<file path="config.mk">
export PLATFORM = sky130hd
export DESIGN_NAME = io_bamse
export DESIGN_NICKNAME = d
export VERILOG_FILES = /design/src/rtl/io_bamse.sv
export SDC_FILE = /design/constraint.sdc
export NUM_CORES = 1
export LEC_CHECK = 0
export ABC_AREA = 0
export CAP_MARGIN = 20
export CORE_ASPECT_RATIO = 1.2
export CORE_MARGIN = 2
export CORE_UTILIZATION = 37
export DETAILED_ROUTE_END_ITERATION = 8
export PLACE_DENSITY = 0.83
export SETUP_SLACK_MARGIN = 0.02
export SLEW_MARGIN = 40
export SYNTH_ARGS = -nofsm -noshare
export SYNTH_HDL_FRONTEND = slang
export SYNTH_SLANG_ARGS = --single-unit
</file>
<file path="constraint.sdc">
create_clock -name clk -period 1.8 [get_ports clk]
set_input_delay 0.36 -clock clk [delete_from_list [all_inputs] [get_ports clk]]
set_output_delay 0.36 -clock clk [all_outputs]
set_load 0.01 [all_outputs]
</file>
<file path="src/rtl/io_bamse.sv">
// Memory-mapped GPIO for the Pacoblaze bus: port A input with interrupt-on-change, port B input, port C output.
// Define IO_BAMSE_IOC_EN to build the port A interrupt-on-change logic; without it interrupt is tied low.
module io_bamse #(
    parameter int         PORTA_IN_WIDTH     = 3,
    parameter int         PORTB_IN_WIDTH     = 8,
    parameter int         PORTC_OUT_WIDTH    = 8,
    parameter logic [7:0] PORTA_IN           = 8'h01,
    parameter logic [7:0] PORTB_IN           = 8'h02,
    parameter logic [7:0] PORTC_OUT          = 8'h03,
    parameter logic [7:0] PORTA_IOC_POS_CONF = 8'h04,
    parameter logic [7:0] PORTA_IOC_NEG_CONF = 8'h05
) (
    input  logic                       clk,
    input  logic                       rst,
    input  logic [PORTA_IN_WIDTH-1:0]  PortA,
    input  logic [PORTB_IN_WIDTH-1:0]  PortB,
    output logic [PORTC_OUT_WIDTH-1:0] PortC,
    input  logic [7:0]                 port_id,
    input  logic [7:0]                 port_in,
    output logic [7:0]                 port_out,
    input  logic                       wen,
    input  logic                       ren,
    output logic                       interrupt
);

    logic [PORTA_IN_WIDTH-1:0] porta_meta;
    logic [PORTA_IN_WIDTH-1:0] porta_sync;
    logic [PORTB_IN_WIDTH-1:0] portb_meta;
    logic [PORTB_IN_WIDTH-1:0] portb_sync;

    // Both input ports are asynchronous to clk and get a two-flop synchronizer.
    always_ff @(posedge clk) begin
        if (rst) begin
            porta_meta <= '0;
            porta_sync <= '0;
            portb_meta <= '0;
            portb_sync <= '0;
            PortC      <= '0;
        end else begin
            porta_meta <= PortA;
            porta_sync <= porta_meta;
            portb_meta <= PortB;
            portb_sync <= portb_meta;
            if (wen && (port_id == PORTC_OUT))
                PortC <= port_in[PORTC_OUT_WIDTH-1:0];
        end
    end

`ifdef IO_BAMSE_IOC_EN
    logic [PORTA_IN_WIDTH-1:0] porta_prev;
    logic [PORTA_IN_WIDTH-1:0] pos_mask;
    logic [PORTA_IN_WIDTH-1:0] neg_mask;
    logic [PORTA_IN_WIDTH-1:0] ioc_flags;
    logic [PORTA_IN_WIDTH-1:0] ioc_events;
    logic [PORTA_IN_WIDTH-1:0] flags_next;
    logic                      flag_clear;

    assign ioc_events = (porta_sync & ~porta_prev & pos_mask)
                      | (~porta_sync & porta_prev & neg_mask);
    assign flag_clear = ren && (port_id == PORTA_IN);
    // A new event on the same edge as the clearing read wins over the clear.
    assign flags_next = (flag_clear ? '0 : ioc_flags) | ioc_events;

    always_ff @(posedge clk) begin
        if (rst) begin
            porta_prev <= '0;
            pos_mask   <= '0;
            neg_mask   <= '0;
            ioc_flags  <= '0;
            interrupt  <= 1'b0;
        end else begin
            porta_prev <= porta_sync;
            ioc_flags  <= flags_next;
            interrupt  <= |flags_next;
            if (wen && (port_id == PORTA_IOC_POS_CONF))
                pos_mask <= port_in[PORTA_IN_WIDTH-1:0];
            if (wen && (port_id == PORTA_IOC_NEG_CONF))
                neg_mask <= port_in[PORTA_IN_WIDTH-1:0];
        end
    end
`else
    logic unused_ren;
    assign unused_ren = ren;
    assign interrupt  = 1'b0;
`endif

    always_comb begin
        port_out = 8'h00;
        case (port_id)
            PORTA_IN: begin
                port_out[PORTA_IN_WIDTH-1:0] = porta_sync;
`ifdef IO_BAMSE_IOC_EN
                port_out[PORTA_IN_WIDTH+3:4] = ioc_flags;
`endif
            end
            PORTB_IN:  port_out[PORTB_IN_WIDTH-1:0]  = portb_sync;
            PORTC_OUT: port_out[PORTC_OUT_WIDTH-1:0] = PortC;
`ifdef IO_BAMSE_IOC_EN
            PORTA_IOC_POS_CONF: port_out[PORTA_IN_WIDTH-1:0] = pos_mask;
            PORTA_IOC_NEG_CONF: port_out[PORTA_IN_WIDTH-1:0] = neg_mask;
`endif
            default: ;
        endcase
    end

endmodule

</file>
* Yosys cells after proc, flatten, opt, wreduce, memory -nomap -nowiden
Cells that the tools add are included.
** Storage, ports and cells
- Flip-flop bits (word level) :: 30
- Bits of input ports :: 31
- Logic and storage cells :: 11
** Operators by class
- Equal/unequal tests :: 3
- Multiplexer cells :: 2
- Reductions and logical operators :: 1
** Operator list (number)
- equality test 8 x 2 -> 1 bit (second input constant) :: 2
- case mux 5 bit (2 select lines) :: 1
- case mux 3 bit (3 select lines) :: 1
- equality test 8 x 1 -> 1 bit (second input constant) :: 1
- logical AND 1 bit :: 1

* Depth between registers and ports, before layout
Gate-level depths: netlist of run 1.
- Depth after elaboration :: 2
- Depth in mapped cells :: 4
- Depth with buffers taken out :: 3

* Worst setup path before layout of run 1
No wires, ideal clock.
- Kind :: input -> output
- Start point :: in port_id[5]
- End point :: out port_out[0]
- Arrival time :: 1.546 ns
- Data required time :: 1.440 ns
- Path slack :: -0.106 ns
- Stages :: 4
- Buffers on the path :: 1
- Cell sequence :: or4_1 buf_2 or3_4 nor2_1
** On the way
- Word-level cells in the longest chain between the ends :: 2
** RTL lines
- start: declaration :: RTL line 18 : input logic [7:0] port_id,
- equality test 8 x 2 -> 1 bit or equality test 8 x 1 -> 1 bit (tied branches) :: RTL line 89 : case (port_id)
- case mux 3 bit (3 select lines) (*) :: RTL line 89
- end: declaration :: RTL line 20 : output logic [7:0] port_out,
Every way passes the cells marked *; elsewhere a longest branch is shown, timed or not.

* Worst setup path after layout of run 1
- Start point :: in port_id[4]
- End point :: out port_out[1]
Same word-level chain as after synthesis.

==> results of run 1 <==
[power groups by stage]
stage | clock (mW) | sequential, mW | combinational (mW)
floorplan | 0 | 0.705 | 0.0537
global placement | 0 | 0.706 | 0.136
detailed placement | 0 | 0.707 | 0.140
CTS | 0.405 | 0.691 | 0.142
global route | 0.436 | 0.693 | 0.160
finish | 0.388 | 0.691 | 0.145
[registers in the layout, indices dropped and copies added, names as in the netlist]
name / cells
portb_meta: 8
PortC: 8
porta_sync: 3
portb_sync: 8
porta_meta: 3
[kinds of logic after synthesis]
logic type | share of synthesized area [%]
other | 0.3297
multiplexers | 7.371
flip-flops | 52.81
AO/OA/AOI/OAI | 10.78
AND/OR/NAND/NOR | 25.52
buffers and inverters | 3.190
[repair_timing]
item                                    CTS  global route
buffers inserted                          3             3
endpoints found under the setup margin    8             8
pin swaps                                 9             4
resized for setup                        56             8
[Yosys cell counts (all sizes together) (2+ instances only)]
cell type	instances
nand2	2
buf	4
clkbuf	4
mux2	3
nor2b	23
a21oi	8
nand4	8
nor2	8
mux2i	5
dfxtp	30
o31ai	8
a22oi	3
[area by class of cell]
type | count | area, um2 | share of cell area [%]
tap | 36 | 45.04 | 2.509
clock inverter | 3 | 21.27 | 1.185
sequential | 30 | 600.6 | 33.45
timing repair buffer | 62 | 543.0 | 30.24
multi-input combinational | 75 | 548.0 | 30.52
clock buffer | 5 | 37.54 | 2.091
[metal layers]
| layer | routed length [um] | track usage, % | vias up |
|---|---|---|---|
| met2 | 1412 | 28.72 | 40 |
| met5 | 0 | 0 | - |
| met1 | 927 | 16.06 | 452 |
| met3 | 174 | 7.143 | 9 |
| met4 | 77 | 7.500 | 0 |
| li1 | - | - | 515 |
[critical path: stages]
cell and delay (ns):
buf_6 0.09, or4_4 0.54, or3_4 0.38, nor2_2 0.09, buf_2 0.13
[worst max path at each step]
stage                     startpoint     endpoint  slack (ns)  cells past startpoint
final                     port_id[4]  port_out[1]       -0.15                      5
after global placement    port_id[5]  port_out[0]       -0.95                      5
after global routing      port_id[4]  port_out[0]       -0.18                      5
after CTS                 port_id[4]  port_out[2]       -0.20                      5
after detailed placement  port_id[5]  port_out[2]       -0.98                      5
after floorplan           port_id[5]  port_out[0]       -0.09                      4
[stage by stage]
stage	hold WS (ns)	instance area (um2)	worst slack (ns)	TNS (ns)
floorplan	0.4138	1145	-0.08971	-0.2691
global placement	0.4183	1687	-0.9543	-8.057
detailed placement	0.4242	1687	-0.9781	-8.470
CTS	0.4476	1764	-0.2040	-0.5872
global route	0.4640	1795	-0.1780	-0.5205
finish	0.4443	1795	-0.1540	-0.4422
==> impl_metrics.toml, run 1 <==
[run_status]
status = "complete, but fails checks"
failed_checks = "negative setup slack"

[clock_tree]
ctsLongestPathBuffers = 2
numCtsBuffers = 5
cts_tree = "yes"
worstSkewPairLatency_ns = 0.33
htree_levels = 2
cts_root_buf = "clkbuf_4"
numClockSinks = 30
worst_setup_hold_path_clk_slew_ns = 0.09
cts_hold_buf = 0

[global_route]
grt_pass1_vias = 1056
gr-total-overflow = 0
grt_usage_pct = 16.54
grt_antenna_before_repair = 0
grt_max_degree = 31
grt_pass1_wl_um = 4146

[die]
die_h_um = 64.74
dieArea_mm2 = 0.003535
core_area_mm2 = 0.003000
rows = 22
die_width_um = 54.61
io_pins = 48
initial_core_util_pct = 37.91

[power]
cellPowerDensity_mw_per_mm2 = 681.5
p_int_mw = 0.9278
ir_worst_vdd_mv = 0.4485
switching_share_pct = 24.17
p_clk_share_pct = 31.7
total_power_mw = 1.224
combPwrFrac_pct = 11.8
p_leak_nw = 0.7030
power_switching_mw = 0.2958
p_seq_share_pct = 56.5

[drt]
drt_first_pass_iters = 4
num_vias = 1016
via_per_inst = 4.815
drtIter0Drc = 11
routed_wl_um = 2592
drc_errors = 0
wire_per_inst_um = 12.28
drtAntennaViolNets = 0

[logic_synthesis]
ys_ff_latch = 30
synth_ff_type = "dfxtp_1"
yosys_warnings = 0
syn_area_mm2 = 0.001137
synth_top_area_share_pct = 52.81
synthArstFlopShare_pct = 0
synth_top_cell_by_area = "dfxtp_1"
avgSynthCellArea_um2 = 10.06
synth_cells = 113
synth_edf_count = 0
synth_area_leaders = "dfxtp_1 (53%), nor2b_1 (13%), o31ai_1 (5.3%)"
syn-num-nets = 144
synth.distinct_cells = 21
yosysSeqAreaShare_pct = 52.81

[setup_path]
rr_worst_depth = 2
endpoint_kind = "primary output"
start_kind = "input pin"
arrival_ns = 1.59
r2r_slack_ns = 1.09
r2r_start = "PortC[4]$_SDFFE_PP0P_"
worstPathRequired_ns = 1.44
reg2reg_to = "PortC[4]$_SDFFE_PP0P_"
path_class = "input pin to primary output"
crit_fanout = 3

[placement]
portBuffers = 45
dp.cells = 197
gp_congestion = 0.7557
dp_hpwl_um = 1943

[timing]
final_hold_viol_count = 0
fin_skew_ns = 0.006446
max_freq_ghz = 0.5118
worst_slack_ns = -0.1540
slew_violations = 0
rsz0062_at_grt = "yes"
finalCritPeriodShare_pct = 108.6
min_period_ns = 1.954
setup_viol = 3

[cells_and_area]
layout-drive-gt1-share_pct = 29.14
final_cells = 211
antennaDiodeCount = 0
nets = 205
fill_cells = 275
final_core_util_pct = 59.84
areaGrowthSynthToFinish_pct = 57.87
layout_common_cells = "dfxtp_1 (30), clkdlybuf4s50_1 (29), nor2b_1 (23)"
layout_commonest_cell = "dfxtp_1"

[run]
maxCapViolCount = 0

[min_path]
hold_depth = 1
worstHoldStart = "portb_meta[5]$_SDFF_PP0_"
holdCritPathClass = "register to register"
holdPathEnd = "portb_sync[5]$_SDFF_PP0_"
Power figures use the tool's default switching activity.
==> run 2, diff against run 1 <==
--- a/config.mk
+++ b/config.mk
@@ -9,9 +9,10 @@
 export CAP_MARGIN = 20
 export CORE_ASPECT_RATIO = 1.2
 export CORE_MARGIN = 2
-export CORE_UTILIZATION = 37
+export CORE_UTILIZATION = 39
+export CTS_BUF_LIST = sky130_fd_sc_hd__clkbuf_2 sky130_fd_sc_hd__clkbuf_4 sky130_fd_sc_hd__clkbuf_8
 export DETAILED_ROUTE_END_ITERATION = 8
-export PLACE_DENSITY = 0.83
+export PLACE_DENSITY = 0.86
 export SETUP_SLACK_MARGIN = 0.02
 export SLEW_MARGIN = 40
 export SYNTH_ARGS = -nofsm -noshare
==> run 2 against run 1 <==
Clock-buffer cell count grew 2. The run still ends with negative setup slack left. Total power grew 2.4%. First-iteration DRC count is the same. Critical path depth is the same. Global-route usage grew 0.91 points. Wire length grew 4.7%. Largest power group unchanged. Clock skew shrank 0.0044 ns.
==> impl_metrics.toml, run 2 (synthesis results as in run 1) <==
[run_status]
status = "complete, but fails checks"
failed_checks = "negative setup slack"

[cells_and_area]
final_cells = 206
layout-drive-gt1-share_pct = 29.07
areaGrowthSynthToFinish_pct = 54.68
nets = 202
multi_input_area_um2 = 543.0
regArea_um2 = 600.6
antennaDiodeCount = 0
layout_common_cells = "dfxtp_1 (30), clkdlybuf4s50_1 (29), nor2b_1 (23)"
reg.largest.list = "PortC x8, portb_meta x8, portb_sync x8"
layout_commonest_cell = "dfxtp_1"
finish.instance_area_mm2 = 0.001759
fill_cells = 250

[global_route]
grt_max_degree = 31
gr-total-overflow = 0
grt_usage_pct = 17.44
grt_pass1_wl_um = 4202
grt_antenna_before_repair = 0
grt_pass1_vias = 1008

[drt]
via_per_inst = 5.044
drtIter0Drc = 11
num_vias = 1039
drc_errors = 0
routed_wl_um = 2715
drtAntennaViolNets = 0
drt_first_pass_iters = 4
wire_per_inst_um = 13.18

[clock_tree]
cts_root_buf = "clkbuf_4"
numClockSinks = 30
worst_setup_hold_path_clk_slew_ns = 0.08
cts_tree = "yes"
cts_hold_buf = 0
ctsLongestPathBuffers = 2
worstSkewPairLatency_ns = 0.32
htree_levels = 2
numCtsBuffers = 5

[setup_path]
worstPathRequired_ns = 1.44
path_class = "input pin to primary output"
crit_fanout = 3
endpoint_kind = "primary output"
start_kind = "input pin"
r2r_slack_ns = 1.13
arrival_ns = 1.59
reg2reg_to = "PortC[7]$_SDFFE_PP0P_"
rr_worst_depth = 2
r2r_start = "PortC[7]$_SDFFE_PP0P_"

[timing]
final_hold_viol_count = 0
worst_slack_ns = -0.1541
min_period_ns = 1.954
finalCritPeriodShare_pct = 108.6
max_freq_ghz = 0.5118
fin_skew_ns = 0.002002
setup_viol = 3
rsz0062_at_grt = "yes"
slew_violations = 0
hold_slack_ns = 0.4427

[die]
die_width_um = 53.30
rows = 21
io_pins = 48
core_area_mm2 = 0.002785
die_h_um = 63.16
initial_core_util_pct = 40.84
dieArea_mm2 = 0.003366

[placement]
gp_congestion = 0.6953
dp_hpwl_um = 2029
placed_area_mm2 = 0.001677
dp.cells = 194
portBuffers = 45
post-place-ws_ns = -0.9812

[min_path]
hold_depth = 1
holdCritPathClass = "register to register"
worstHoldStart = "portb_meta[0]$_SDFF_PP0_"
holdPathEnd = "portb_sync[0]$_SDFF_PP0_"

[run]
maxCapViolCount = 0

[power]
p_leak_nw = 0.6986
ir_worst_vdd_mv = 0.5517
cellPowerDensity_mw_per_mm2 = 712.4
==> run 2: changes by cell type in the layout (fill, tap and decap cells not counted), moves of 2 or more <==
cell,previous run,this run
buf_2,5,9
nor2_2,2,6
clkbuf_2,3,0
buf_4,16,14
buf_6,5,3
nor2_1,3,1
nor2_4,3,1
==> run 2: through the flow <==
| stage | util [%] | power (mW) | TNS [ns] |
|---|---|---|---|
| global route | 63.16 | 1.312 | -0.5553 |
| global placement | 60.20 | 0.8397 | -7.626 |
| CTS | 62.53 | 1.263 | -0.5807 |
| finish | 63.16 | 1.253 | -0.4467 |
| detailed placement | 60.20 | 0.8468 | -8.216 |
| floorplan | - | 0.7587 | -0.2691 |
==> run 2: worst max path at each step <==
stage | from | endpoint | depth (start not counted)
2_1_floorplan | port_id[5] | port_out[0] | 4
3_3_place_gp | port_id[5] | port_out[0] | 5
3_5_place_dp | port_id[5] | port_out[0] | 5
4_1_cts | port_id[4] | port_out[0] | 5
5_1_grt | port_id[4] | port_out[1] | 5
6_report | port_id[4] | port_out[2] | 5
==> run 2: repair_timing <==
item	4_1_cts	5_1_grt
buffers inserted	2	2
pin swaps	10	5
endpoints found under the setup margin	8	4
resized for setup	61	3
==> run 2: layer usage <==
layer,GRT usage [%],vias to the layer above,share of wire [%]
met5,0,-,0
met4,7.692,0,0.44
met3,8.768,2,10
met2,31.94,40,56
met1,14.82,487,33
li1,-,510,-
==> run 2: cell type report <==
cell class / instances / area share, %
clock inverters: 1 / 0.2845
clock buffers: 7 / 3.343
well taps: 34 / 2.418
multi-input cells: 75 / 30.87
flip-flops and latches: 30 / 34.14
repair buffers: 59 / 28.95
==> run 2: where the power goes <==
part / internal [mW] / leakage (nW) / total [mW] / switching (mW)
clock: 0.204 / 0.0387 / 0.419 / 0.215
sequential: 0.686 / 0.246 / 0.691 / 0.00509
combinational: 0.0887 / 0.413 / 0.143 / 0.0547
total: 0.979 / 0.699 / 1.25 / 0.274
==> run 2: worst max-delay path, stage by stage <==
cell	delay (ns)
buf_6	0.09
or4_4	0.54
or3_4	0.37
nor2_2	0.11
buf_2	0.13
==> edit: new RTL, config.mk and constraints of run 2 <==
The option `IO_BAMSE_IOC_EN` is turned on by a define.
--- a/src/rtl/io_bamse.sv
+++ b/src/rtl/io_bamse.sv
@@ -2,2 +2,4 @@
 // Define IO_BAMSE_IOC_EN to build the port A interrupt-on-change logic; without it interrupt is tied low.
+`define IO_BAMSE_IOC_EN
+
 module io_bamse #(
Check against the original RTL: not equivalent (Yosys sat finds a counterexample within 4 cycles, from zero or initial values and one cycle with rst high).
==> edit against run 2 <==
Critical path depth grew 2. Register-to-register slack lost 0.47 ns. Clock power grew 58%. Global-route usage shrank 0.33 points. Via count grew 27%. Synthesized area grew 44%. Sequential power grew 42%. Power grew 45%. Final cell count grew 35%. Wire length grew 40%. Sequential cell count grew 13. Cell area grew 36%. Worst setup slack gained 0.23 ns.
==> edit: results <==
[synthesis]
synth_common_cells = dfxtp_1, nor2b_1, nor2_1, mux2i_1
ys_top_cells_by_area = dfxtp_1, mux2i_1, nor2b_1
syn_nets = 189
muxShareOfSynthArea_pct = 15.69
syn_inst = 158
synth-compound-area-share_pct = 6.474
ys_seq_area_share_pct = 52.40
yosysUniqueCellTypes = 23

[setup_path]
cpMaxStageDelayCell = nor3_2
crit_family = buffers and inverters
cpPeakStageDelay_ns = 0.24

[placement]
postPlaceCellArea_um2 = 2261
dp_hpwl_mm = 2.686
numPortBuffers = 47
dp.cells = 266
gp_congestion = 0.8745

[routing]
dr.first_iter.drc_count = 33
wl_per_cell_um = 13.72

[finish]
final_layout_size_suffix_gt1_share_pct = 25.89
fill_cells = 351
final_cells = 278
final_nets = 254

[global_route]
grt_pass1_wl_mm = 6.237
grt_max_degree = 44
grt_util_all_layers_pct = 17.11

[sta]
finalClockSkew_ns = 0.003678

[pwr]
peakVddDrop_mv = 0.5665
p_leak_nw = 1.048

[run_status]
status = completed

[cts]
clock-root-buffer = clkbuf_8
clkLatencyLatePin_ns = 0.29
[edit: changes by cell type after synthesis, sizes merged, moves of 4 or more]
cell	change
nand4	-4
nor3	+4
dfxtp	+13
nor2	+14
mux2i	+14
o31ai	-7
a21oi	-4
[edit: what timing repair did]
action                     CTS  global route
pin swaps                    7             5
setup buffers                4             0
setup endpoints to repair    8             8
gates resized for setup     53            18
[edit: kinds of logic (layout without fill, tap and decap cells)]
logic type / count (synthesis) / after routing
buffers and inverters: 5 / 71
AOI/OAI and AO/OA: 17 / 17
DFF: 43 / 43
and+or+nand+nor: 68 / 68
muxes: 25 / 25
[edit: through the flow]
stage               util [%]  total power, mW  hold slack, ns  worst slack [ns]
global route           59.97            1.886          0.4595           0.01941
floorplan                  -            1.060          0.4138            0.3558
finish                 59.97            1.815          0.4366           0.07799
CTS                    59.44            1.826          0.4376           0.01229
global placement       56.47            1.165          0.4170           -0.6774
detailed placement     56.47            1.168          0.4212           -0.6972
[edit: layout make-up]
class | instances | area share, %
Timing Repair Buffer | 63 | 22.98
Multi-Input combinational cell | 110 | 34.03
Clock buffer | 8 | 4.325
Sequential cell | 43 | 35.85
Tap cell | 54 | 2.814
[edit: worst register-to-register path: cells and delay by family, from the launching register on]
kind | cells | cell delay (ns)
AO/OA/AOI/OAI | 2 | 0.43
buffers and inverters | 1 | 0.13
flip-flops | 1 | 0.36
AND/OR/NAND/NOR | 2 | 0.14
[edit: report_power, final]
part / switching (mW) / total, mW / internal (mW)
combinational: 0.0671 / 0.169 / 0.102
clock: 0.298 / 0.663 / 0.365
sequential: 0.00753 / 0.983 / 0.976
[edit: metal layers]
layer  vias to the layer above  track usage (%)  wire, um  share of wire [%]
li1                        674                -         -                  -
met4                         0            6.763        74                1.9
met2                        42            30.38      1909                 50
met5                         -                0         0                  0
met3                         7            4.335       186                4.9
met1                       593            20.15      1642                 43
[edit: worst paths after layout]
kind              cells after the start                startpoint                       end
hold / removal                        1  portb_meta[6]$_SDFF_PP0_  portb_sync[6]$_SDFF_PP0_
hold reg to reg                       1  portb_meta[6]$_SDFF_PP0_  portb_sync[6]$_SDFF_PP0_
setup reg to reg                      5  porta_sync[1]$_SDFF_PP0_      interrupt$_SDFF_PP0_
setup / recovery                      7                port_id[4]               port_out[4]
